$ cat config.mk
export PLATFORM = sky130hd
export DESIGN_NAME = ex_mul_seq
export DESIGN_NICKNAME = d
export VERILOG_FILES = /design/src/rtl/ex_pkg.sv /design/src/rtl/ex_mul_dp.sv /design/src/rtl/ex_mul_seq.sv
export SDC_FILE = /design/constraint.sdc
export NUM_CORES = 1
export LEC_CHECK = 0
export BUFFER_PORTS_ARGS = -buffer_cell sky130_fd_sc_hd__buf_2
export CAP_MARGIN = 20
export CORE_ASPECT_RATIO = 1.4
export CORE_MARGIN = 3
export CORE_UTILIZATION = 40
export CTS_CLUSTER_SIZE = 10
export DETAILED_ROUTE_END_ITERATION = 10
export PLACE_DENSITY_LB_ADDON = 0.08
export SLEW_MARGIN = 20
export SYNTH_ARGS = -nofsm -noshare
export SYNTH_HDL_FRONTEND = slang
export SYNTH_SLANG_ARGS = --single-unit
export TNS_END_PERCENT = 20
$ cat constraint.sdc
create_clock -name clk -period 3 [get_ports clk]
set_clock_uncertainty 0.2 [all_clocks]
set_input_delay 0 -clock clk [delete_from_list [all_inputs] [get_ports clk]]
set_output_delay 0 -clock clk [all_outputs]
set_load 0.02 [all_outputs]
$ cat src/rtl/ex_pkg.sv
// ----------------------------------------------------------------------------
// ex_pkg
// Shared execute-stage definitions: multiply sequencer states, ALU Oper
// encodings and ALU operand source-select codes used by the execute muxes.
// No ports (package).
// ----------------------------------------------------------------------------
package ex_pkg;

   // Multiply sequencer states
   typedef enum logic [1:0] {
      IDLE = 2'd0,
      LOAD = 2'd1,
      ITER = 2'd2,
      DONE = 2'd3
   } mul_state_t;

   // ALU Oper encodings
   localparam logic [3:0] OPER_ROL = 4'b0000;
   localparam logic [3:0] OPER_SLL = 4'b0001;
   localparam logic [3:0] OPER_ROR = 4'b0010;
   localparam logic [3:0] OPER_SRL = 4'b0011;
   localparam logic [3:0] OPER_ADD = 4'b0100;
   localparam logic [3:0] OPER_AND = 4'b0101;
   localparam logic [3:0] OPER_OR  = 4'b0110;
   localparam logic [3:0] OPER_XOR = 4'b0111;

   // ALU operand source selects used by the execute stage
   localparam logic [1:0] SRC_RF  = 2'b00;
   localparam logic [1:0] SRC_IMM = 2'b01;
   localparam logic [1:0] SRC_PC  = 2'b10;
   localparam logic [1:0] SRC_MUL = 2'b11;

   // Pack the ALU inversion controls in {invA, invB} order
   function automatic logic [1:0] alu_inv_bits(input logic inv_a, input logic inv_b);
      return {inv_a, inv_b};
   endfunction

endpackage

$ cat src/rtl/ex_mul_dp.sv
// ----------------------------------------------------------------------------
// ex_mul_dp
// Shift-and-add datapath for the multiply sequencer: the {acc_hi, mplr_lo}
// double-width shift register, the captured multiplicand and the iteration
// counter.
//   clk, rst      : clock, async active-high reset
//   load          : capture op_a/op_b, clear accumulator and counter
//   shift         : take one ALU result and shift right by one
//   op_a, op_b    : multiplicand / multiplier
//   alu_out/cout  : shared ALU sum and carry
//   acc_hi        : upper half of the partial product (ALU InA source)
//   mcand         : multiplicand (ALU InB source)
//   mplr_lsb      : current multiplier bit
//   last          : counter is on the final iteration
//   prod_next     : value {acc_hi, mplr_lo} takes at the next shift
// ----------------------------------------------------------------------------
module ex_mul_dp #(
   parameter int WIDTH = 16
) (
   input  logic               clk,
   input  logic               rst,
   input  logic               load,
   input  logic               shift,
   input  logic [WIDTH-1:0]   op_a,
   input  logic [WIDTH-1:0]   op_b,
   input  logic [WIDTH-1:0]   alu_out,
   input  logic               alu_cout,
   output logic [WIDTH-1:0]   acc_hi,
   output logic [WIDTH-1:0]   mcand,
   output logic               mplr_lsb,
   output logic               last,
   output logic [2*WIDTH-1:0] prod_next
);
   import ex_pkg::*;

   localparam int CW = $clog2(WIDTH) + 1;

   logic [WIDTH-1:0] mplr_lo;
   logic [CW-1:0]    cnt;

   // Carry, sum and the remaining multiplier bits form the (2*WIDTH+1)-bit
   // value already shifted right by one; the dropped bit is the consumed
   // multiplier bit.
   assign prod_next = {alu_cout, alu_out, mplr_lo[WIDTH-1:1]};
   assign mplr_lsb  = mplr_lo[0];
   assign last      = (cnt == CW'(WIDTH - 1));

   // Operand capture, per-iteration shift and iteration counting
   always_ff @(posedge clk or posedge rst) begin
      if (rst) begin
         acc_hi  <= {WIDTH{1'b0}};
         mplr_lo <= {WIDTH{1'b0}};
         mcand   <= {WIDTH{1'b0}};
         cnt     <= {CW{1'b0}};
      end else if (load) begin
         acc_hi  <= {WIDTH{1'b0}};
         mplr_lo <= op_b;
         mcand   <= op_a;
         cnt     <= {CW{1'b0}};
      end else if (shift) begin
         {acc_hi, mplr_lo} <= prod_next;
         cnt               <= cnt + CW'(1);
      end else begin
         acc_hi  <= acc_hi;
         mplr_lo <= mplr_lo;
         mcand   <= mcand;
         cnt     <= cnt;
      end
   end

endmodule

$ cat src/rtl/ex_mul_seq.sv
// ----------------------------------------------------------------------------
// ex_mul_seq
// Multi-cycle unsigned multiply sequencer. Borrows the shared execute ALU
// for one add per multiplier bit and produces a 2*WIDTH-bit product.
//   clk, rst           : clock, async active-high reset
//   start, flush       : request multiply / abort in-flight multiply
//   op_a, op_b         : multiplicand / multiplier
//   alu_out, alu_cout  : shared ALU results
//   alu_own            : this block drives the ALU inputs
//   alu_ina/inb/oper   : ALU operands and operation while owned, else 0
//   alu_cin, alu_inv   : always 0
//   stall              : freeze upstream pipeline registers
//   busy               : LOAD or ITER in progress
//   done               : one-cycle product-valid pulse
//   prod               : product, held until replaced
// ----------------------------------------------------------------------------
module ex_mul_seq #(
   parameter int         WIDTH    = 16,
   parameter logic [3:0] OPER_ADD = ex_pkg::OPER_ADD
) (
   input  logic               clk,
   input  logic               rst,
   input  logic               start,
   input  logic               flush,
   input  logic [WIDTH-1:0]   op_a,
   input  logic [WIDTH-1:0]   op_b,
   input  logic [WIDTH-1:0]   alu_out,
   input  logic               alu_cout,
   output logic               alu_own,
   output logic [WIDTH-1:0]   alu_ina,
   output logic [WIDTH-1:0]   alu_inb,
   output logic [3:0]         alu_oper,
   output logic               alu_cin,
   output logic [1:0]         alu_inv,
   output logic               stall,
   output logic               busy,
   output logic               done,
   output logic [2*WIDTH-1:0] prod
);
   import ex_pkg::*;

   mul_state_t         state;
   logic               accept;
   logic               shift;
   logic [WIDTH-1:0]   acc_hi;
   logic [WIDTH-1:0]   mcand;
   logic               mplr_lsb;
   logic               last;
   logic [2*WIDTH-1:0] prod_next;

   assign accept = (state == IDLE) && start && !flush;
   assign shift  = (state == ITER) && !flush;

   // Issuing instruction must hold in the start cycle itself, before the
   // registered busy flag can rise.
   assign stall = accept | busy;

   ex_mul_dp #(.WIDTH(WIDTH)) u_dp (
      .clk       (clk),
      .rst       (rst),
      .load      (accept),
      .shift     (shift),
      .op_a      (op_a),
      .op_b      (op_b),
      .alu_out   (alu_out),
      .alu_cout  (alu_cout),
      .acc_hi    (acc_hi),
      .mcand     (mcand),
      .mplr_lsb  (mplr_lsb),
      .last      (last),
      .prod_next (prod_next)
   );

   // Sequencer FSM; busy/alu_own/done are registered from the next state
   always_ff @(posedge clk or posedge rst) begin
      if (rst) begin
         state   <= IDLE;
         busy    <= 1'b0;
         alu_own <= 1'b0;
         done    <= 1'b0;
         prod    <= {(2*WIDTH){1'b0}};
      end else begin
         case (state)
            IDLE: begin
               done    <= 1'b0;
               alu_own <= 1'b0;
               if (accept) begin
                  state <= LOAD;
                  busy  <= 1'b1;
               end else begin
                  state <= IDLE;
                  busy  <= 1'b0;
               end
            end
            LOAD: begin
               done <= 1'b0;
               if (flush) begin
                  state   <= IDLE;
                  busy    <= 1'b0;
                  alu_own <= 1'b0;
               end else begin
                  state   <= ITER;
                  busy    <= 1'b1;
                  alu_own <= 1'b1;
               end
            end
            ITER: begin
               if (flush) begin
                  state   <= IDLE;
                  busy    <= 1'b0;
                  alu_own <= 1'b0;
                  done    <= 1'b0;
               end else if (last) begin
                  // Capture the final shifted value so prod is valid in DONE
                  state   <= DONE;
                  busy    <= 1'b0;
                  alu_own <= 1'b0;
                  done    <= 1'b1;
                  prod    <= prod_next;
               end else begin
                  state   <= ITER;
                  busy    <= 1'b1;
                  alu_own <= 1'b1;
                  done    <= 1'b0;
               end
            end
            DONE: begin
               // flush here is ignored: the done pulse already completed
               state   <= IDLE;
               busy    <= 1'b0;
               alu_own <= 1'b0;
               done    <= 1'b0;
            end
            default: begin
               state   <= IDLE;
               busy    <= 1'b0;
               alu_own <= 1'b0;
               done    <= 1'b0;
            end
         endcase
      end
   end

   // ALU controls: operands only while owned, zero otherwise
   always_comb begin
      alu_ina  = {WIDTH{1'b0}};
      alu_inb  = {WIDTH{1'b0}};
      alu_oper = 4'b0000;
      alu_cin  = 1'b0;
      alu_inv  = alu_inv_bits(1'b0, 1'b0);
      if (alu_own) begin
         alu_ina  = acc_hi;
         alu_inb  = mplr_lsb ? mcand : {WIDTH{1'b0}};
         alu_oper = OPER_ADD;
      end else begin
         alu_ina  = {WIDTH{1'b0}};
         alu_inb  = {WIDTH{1'b0}};
         alu_oper = 4'b0000;
      end
   end

endmodule
* Word-level counts from Yosys, hierarchy flattened
Cells that the tools add are included.
** Storage, ports and cells
- Bits of input ports :: 53
- Logic and storage cells :: 49
- Register bits after elaboration :: 90
- Output and inout bits :: 75
** Operators by class
- $add $sub $neg :: 1
- Multiplexer cells :: 24
- Reductions and logical operators :: 9
- Equal/unequal tests :: 4
- Bitwise logic cells :: 2
** Operator list (number)
- $mux W16 :: 7
- $mux W5 :: 2
- $mux W1 :: 8
- $pmux W2 S4 :: 1
- $add A5 B1 Y5 const B :: 1
- $eq A5 B4 Y1 const B :: 1
- $eq A2 B2 Y1 const B :: 2
- $mux W2 :: 2
- $pmux W1 S4 :: 1
- $logic_and A1 B1 Y1 :: 3
- $mux W3 :: 1
- $pmux W1 S3 :: 1
- $reduce_and A3 Y1 :: 1
- $reduce_or A3 Y1 :: 1
- $eq A2 B1 Y1 const B :: 1
- $logic_not A2 Y1 :: 1
- $pmux W1 S2 :: 1
- $reduce_bool A2 Y1 :: 1
- $reduce_or A2 Y1 :: 1
- $logic_not A1 Y1 :: 1
- $not A1 Y1 :: 1
- $or A1 B1 Y1 :: 1

* Longest topological paths before layout
Gate-level depths: netlist of the first run.
- Depth after elaboration :: 5
- Gate-level depth with buffers :: 7
- Gate-level depth less buffers :: 6

* By module
A second synthesis of the first run with hierarchy kept.
** Second synthesis, totals
- Cell total of the unflattened synthesis :: 327
- Area, all modules :: 4205.3 um^2
** Modules (own cells, without submodules)
- ex_mul_dp :: area an instance 2374.8 um^2, times used 1, cells an instance 196
- ex_mul_seq :: area an instance 1830.5 um^2, times used 1, cells an instance 131

* Worst setup path after synthesis of the first run
OpenSTA, ideal clock, no wires.
- Path type :: register -> register
- Start point :: reg u_dp.cnt[0]
- End point :: reg prod[10]
- Setup time :: 0.127 ns
- Arrival :: 1.628 ns
- Cell stages (with the launch flop) :: 8
- Path slack :: 1.044 ns
- Buffers on the path :: 2
- Required time :: 2.673 ns
- Cells stage by stage :: dfrtp_1 -> ha_1 -> and3_1 -> ha_1 -> and2_1 -> buf_4 -> buf_6 -> mux2_1
** Between the ends
- Longest elaborated chain between the ends :: 2
** Ends and longest elaborated chain
- start, declared :: line ex_mul_dp.sv:39 : logic [CW-1:0] cnt;
- start signal, assigned :: line ex_mul_dp.sv:54 : cnt <= {CW{1'b0}};
- start signal, assigned :: line ex_mul_dp.sv:59 : cnt <= {CW{1'b0}};
- start signal, assigned :: line ex_mul_dp.sv:62 : cnt <= cnt + CW'(1);
- $eq A5 B4 Y1 :: line ex_mul_dp.sv:46 : assign last = (cnt == CW'(WIDTH - 1));
- $reduce_and A3 Y1 (no line)
- end signal, assigned :: line ex_mul_seq.sv:81 : prod <= {(2*WIDTH){1'b0}};
- end signal, assigned :: line ex_mul_seq.sv:119 : prod <= prod_next;
- end, declared :: line ex_mul_seq.sv:38 : output logic [2*WIDTH-1:0] prod
No other way between the ends.
A chain may end at the register's enable or synchronous reset.

* Worst setup path after layout of the first run
- Start point :: reg state[0]
- End point :: reg prod[29]
** Between the ends
- Longest elaborated chain between the ends :: 2
** Ends and longest elaborated chain
- start, declared :: line ex_mul_seq.sv:42 : mul_state_t state;
- start signal, assigned :: line ex_mul_seq.sv:77 : state <= IDLE;
- start signal, assigned :: line ex_mul_seq.sv:88 : state <= LOAD;
- start signal, assigned :: line ex_mul_seq.sv:91 : state <= IDLE;
- $eq A2 B2 Y1 :: line ex_mul_seq.sv:83 : case (state)
- $reduce_and A3 Y1 (no line)
No other way between the ends.

==> results of run 1 <==
-- layout make-up --
| type | count | area (sq um) | share of cell area, % |
|---|---|---|---|
| sequential | 90 | 2252 | 42.49 |
| clock inverter | 6 | 113.9 | 2.148 |
| tap | 107 | 133.9 | 2.526 |
| multi-input combinational | 208 | 1386 | 26.16 |
| clock buffer | 10 | 239.0 | 4.509 |
| timing repair buffer | 177 | 1166 | 22.00 |
| inverter | 2 | 8.758 | 0.1653 |
-- critical path, stage by stage, from the launching register on --
cell	delay [ps]
dfrtp_1	480
nor3b_4	500
and2_2	820
mux2_2	410
-- sequential cells by signal, summed over array words and instances (netlist names) --
name / count
busy: 1
u_dp.mplr_lo: 16
alu_own: 1
u_dp.acc_hi: 16
done: 1
u_dp.mcand: 16
state: 2
prod: 32
u_dp.cnt: 5
-- final timing paths --
path	depth (start not counted)	to
worst max-delay path	3	prod[29]
worst min-delay path	4	u_dp.mcand[0]
worst max register to register	3	prod[29]
worst min register to register	2	u_dp.mcand[5]
max in group asynchronous	4	prod[17]
min in group clk	4	u_dp.cnt[2]
-- power by group --
| part | leakage, nW | switching, mW | internal (mW) | total, mW |
|---|---|---|---|---|
| clock network | 0.165 | 0.464 | 0.838 | 1.30 |
| logic | 1.62 | 0.177 | 0.169 | 0.346 |
| registers | 1.20 | 0.0978 | 1.34 | 1.44 |
| total | 2.98 | 0.739 | 2.35 | 3.09 |
-- layer usage --
layer / wire length [um] / vias up / track usage [%]
met5: 0 / - / 0
met4: 172 / 0 / 6.994
met2: 4773 / 83 / 30.95
li1: - / 1427 / -
met1: 3939 / 1469 / 22.42
met3: 410 / 14 / 4.008
-- logic make-up (layout without fill, tap and decap cells) --
logic type,after synthesis,count (layout),share of synthesized area (%)
DFF,90,90,59.33
and+or+nand+nor,128,128,17.34
adders and majority gates,2,2,0.6591
muxes,33,33,9.756
other,1,6,0.09878
buffers and inverters,32,195,4.680
AOI/OAI and AO/OA,38,38,7.910
xor gates and xnor gates,1,1,0.2308
-- repair_timing --
item	CTS	global route
hold buffers	51	0
endpoints found under the hold margin	159	0
buffers inserted	0	0
-- cells in the mapped netlist --
| library cell | n | area, sq um |
|---|---|---|
| dfrtp_1 | 90 | 2252 |
| nand2_1 | 63 | 236.5 |
| mux2_1 | 28 | 315.3 |
| a22o_1 | 18 | 157.7 |
| and2_1 | 17 | 106.4 |
| and3_1 | 17 | 106.4 |
| clkbuf_1 | 15 | 56.30 |
| nand3_1 | 15 | 75.07 |
| a22oi_1 | 14 | 105.1 |
| buf_4 | 8 | 60.06 |
| mux2_2 | 4 | 45.04 |
| buf_2 | 3 | 15.01 |
| buf_6 | 3 | 33.78 |
| nand2b_1 | 3 | 18.77 |
| nor2_1 | 3 | 11.26 |
| a21oi_1 | 2 | 10.01 |
| ha_1 | 2 | 25.02 |
| inv_1 | 2 | 7.510 |
| or2_2 | 2 | 12.51 |
| or3b_2 | 2 | 17.52 |
| a21o_1 | 1 | 7.510 |
| clkbuf_2 | 1 | 5.000 |
| conb_1 | 1 | 3.750 |
| mux2i_1 | 1 | 10.01 |
| nand4_1 | 1 | 6.260 |
| nor3_1 | 1 | 5.000 |
| nor3b_4 | 1 | 18.77 |
| nor4b_4 | 1 | 23.77 |
| nor4bb_1 | 1 | 10.01 |
| o21ai_0 | 1 | 5.000 |
| o22ai_1 | 1 | 6.260 |
| o2bb2ai_1 | 1 | 8.760 |
| or4b_1 | 1 | 10.01 |
| xnor2_1 | 1 | 8.760 |
==> impl_metrics.toml, run 1 <==
[final_layout]
final_area_sq_um = 5300
fin_util_pct = 58.04
area_growth_pct = 39.62
final_cell_mix = "buf_2 (121), dfrtp_1 (90), nand2_1 (63)"
nFillCells = 788
antenna_cells = 0
drive_gt1_share_pct = 31.44
finalNonFillerCells = 600
final_nets = 543
final_common_cell = "buf_2"

[clock_tree]
clock_path_buffers = 2
cts_tree = "done"
clock_sinks = 90
ctsHtreeMaxLevel = 3
clkSlewWorstSetupHoldPaths_ps = 70
cts_root_buf = "clkbuf_16"
clock_latency_ps = 340
cts_buffers = 9
cts_resized = 0

[global_route]
grt_max_degree = 91
grt_pass1_wl_um = 15040
grt_use_total_pct = 18.28
overflow = 0
grt_pass1_vias = 3039
antenna_found_initial = 0

[yosys]
ys_warn_count = 0
post_synth.cell_area_avg_sq_um = 11.68
synth_area_sq_um = 3796
synthCells = 325
ys_ff_latch = 90
yosysSeqAreaShare_pct = 59.33
ys_types = 34

[detailed_routing]
ant_nets = 0
via_per_inst = 4.988
post_drt_wl_per_cell_um = 15.49
routed_wl_um = 9295
drt_iter0_markers = 138
dr_total_vias = 2993
drc = 0
drtPass1Iterations = 4

[floorplan]
rows = 41
die_w_um = 88.34
fp.dieArea_sq_um = 10710
start_util_pct = 41.57
design.core.area_sq_um = 9131
fp.dieH_um = 121.3
io_pins = 128

[setup_path]
critPathKind = "flop to flop"
rrSetupSlack_ps = 460
worstSetupStartpoint = "state[0]"
r2r_start = "state[0]"
endpoint_kind = "flop"
critPathMaxFanout = 34
cp.required_ps = 3030
start_kind = "flop"
arrival_ps = 2570

[power]
p_per_area_nw_per_um2 = 582.2
peakVddDrop_v = 0.0003527
finalPower_mw = 3.086
cellLeakagePower_nw = 2.985

[timing]
worst_slew_pin_slew_ps = 901.7
hold_slack_ps = 75.64
setup_violations = 0
setup_ws_ps = 462.1
finalHoldViolCount = 0
grt_setup_unrepaired = "no"
slew_violations = 0
min_period_over_period_pct = 84.60
fmax_ghz = 0.3940
finalSetupTns_ps = 0
period_minus_slack_ps = 2538
slew_headroom_pct = 39.89

[placement]
place_hpwl_um = 5939
dpl.cell_count = 533
place_area_sq_um = 4437
post-place-ws_ps = 388.8
port_buffers = 121
gp_congestion = 0.7110

[run]
maxCapViolCount = 0

[run_status]
status = "finished, final reports clean"

[hold_path]
holdCritPathClass = "input pin to asynchronous set/reset pin"
Note: power is estimated with default switching activity, not from simulation.
==> run 2: changes to the inputs <==
==> constraint.sdc (replaced) <==
create_clock -name clk -period 2.2 [get_ports clk]
set_clock_uncertainty 0.2 [all_clocks]
set_input_delay 0 -clock clk [delete_from_list [all_inputs] [get_ports clk]]
set_output_delay 0 -clock clk [all_outputs]
set_load 0.02 [all_outputs]
==> run 2 against run 1 <==
- global-route usage is 0.56 points higher
- count of clock-buffer cells in the layout grew 2
- critical path depth is 1 higher
- clock power rose by 12%
- total power grew 27%
- utilization increased by 0.069 points
- critical path type is now flop to output pin
- highest routed layer unchanged
==> impl_metrics.toml, run 2 (synthesis gave the netlist of run 1 again) <==
[final_layout]
final_cell_mix = "buf_2 (121), dfrtp_1 (90), nand2_1 (63)"
regMostFlops = "prod"
final_common_cell = "buf_2"
nFillCells = 803
drive_gt1_share_pct = 32.14
final_area_sq_um = 5306
final_nets = 551
area_growth_pct = 39.78
largest_reg_flops = 32

[setup_path]
critPathKind = "flop to output pin"
path_buf_inv = 2
cp.required_ps = 2000
endpoint_kind = "output pin"
cpPeakStageDelay_ps = 580
arrival_ps = 1860
crit_path_cell_trace = "or4b_1 -> buf_4 -> nand2b_1 -> buf_2"
critical_path.top_delay_family = "simple AND/OR/NAND/NOR gates"
start_kind = "flop"
crit_slowest_cell = "or4b_1"
critPathMaxFanout = 17

[global_route]
antenna_found_initial = 0
overflow = 0
grt_pass1_wl_um = 15620
grt_pass1_vias = 3255
grt_use_total_pct = 18.84
grt_max_degree = 47

[power]
p_switching_uw = 992.5
seqPwrFrac_pct = 50.0
p_int_mw = 2.920
p_per_area_nw_per_um2 = 737.4
cellLeakagePower_nw = 2.997
peakVddDrop_v = 0.0004664
p_comb_share_pct = 12.6
power_frac_clock_pct = 37.4
swShare_pct = 25.37

[timing]
min_period_over_period_pct = 93.83
slew_violations = 0
grt_setup_unrepaired = "no"
fmax_ghz = 0.4844
worst_slew_pin_slew_ps = 746.2
setup_violations = 0
finalSetupTns_ps = 0
slew_headroom_pct = 50.15
period_minus_slack_ps = 2064
finalHoldViolCount = 0

[clock_tree]
clkSlewWorstSetupHoldPaths_ps = 60
postCtsSetupBuffers = 0
clock_sinks = 90
cts_resized = 0
ctsHtreeMaxLevel = 3
cts_tree = "done"
clock_latency_ps = 340
cts_root_buf = "clkbuf_16"
clock_path_buffers = 2
cts_buffers = 9

[floorplan]
rows = 41
io_pins = 128
design.core.area_sq_um = 9131
start_util_pct = 41.57
die_w_um = 88.34
fp.dieH_um = 121.3
fp.dieArea_sq_um = 10710

[detailed_routing]
drc = 0
drt_iter0_markers = 104
post_drt_wl_per_cell_um = 15.62
drtPass1Iterations = 4
dr_total_vias = 3048
routed_wl_um = 9513
ant_nets = 0
via_per_inst = 5.005

[placement]
place_area_sq_um = 4492
gp_congestion = 0.7684
place_hpwl_um = 6150
port_buffers = 121

[run]
maxCapViolCount = 0

[run_status]
status = "finished, final reports clean"

[hold_path]
holdCritPathClass = "input pin to asynchronous set/reset pin"
==> run 2: worst paths after layout <==
path	depth (start not counted)	end	slack [ps]	startpoint
worst max-delay path	4	stall	140	state[0]
worst min-delay path	3	u_dp.mplr_lo[3]	150	rst
worst max register to register	6	prod[23]	170	u_dp.cnt[0]
worst min register to register	2	u_dp.mcand[12]	270	u_dp.mcand[12]
max in group asynchronous	4	u_dp.cnt[3]	990	rst
min in group clk	4	u_dp.mcand[9]	190	op_a[9]
==> run 2: final cells by class <==
cell class              instances  area, sq um  area share [%]
clock buffers                  12        266.5           5.022
repair buffers                185         1229           23.15
inverters                       2        11.26          0.2122
multi-input cells             208         1386           26.13
diodes                          1        2.502         0.04716
clock inverters                 4        25.02          0.4716
well taps                     107        133.9           2.523
flip-flops and latches         90         2252           42.44
==> run 2: timing repair <==
item | 4_1_cts | 5_1_grt
setup endpoints to repair | 0 | 0
endpoints found under the hold margin | 100 | 0
hold buffers | 52 | 0
==> run 2: tightest hold or removal path, stage by stage <==
cell and delay, ps:
dlygate4sd3_1 530, buf_2 140, clkinvlp_4 490
==> run 2: per-layer routing <==
| metal | up-vias | routed length [um] | GRT usage [%] |
|---|---|---|---|
| li1 | 1449 | - | - |
| met1 | 1487 | 3998 | 22.62 |
| met2 | 92 | 4805 | 31.23 |
| met3 | 20 | 405 | 3.057 |
| met4 | 0 | 303 | 11.15 |
| met5 | - | 0 | 0 |
==> run 2: through the flow <==
stage / std cells / total power, mW / setup WS (ps) / hold WS (ps) / utilization (%)
floorplan: 330 / 2.241 / 244.3 / -94.56 / -
global placement: 540 / 2.399 / 220.1 / -37.68 / 49.19
detailed placement: 540 / 2.412 / 164.1 / -32.89 / 49.19
CTS: 608 / 3.970 / 121.4 / 164.5 / 58.08
global route: 608 / 4.110 / 18.40 / 206.4 / 58.08
finish: 609 / 3.913 / 135.7 / 147.8 / 58.11
==> run 2: power groups by stage <==
stage	Clock, mW	Combinational, mW	Sequential (mW)
floorplan	0	0.301	1.94
global placement	0	0.420	1.98
detailed placement	0	0.426	1.99
CTS	1.51	0.500	1.96
global route	1.56	0.565	1.98
finish	1.46	0.492	1.96
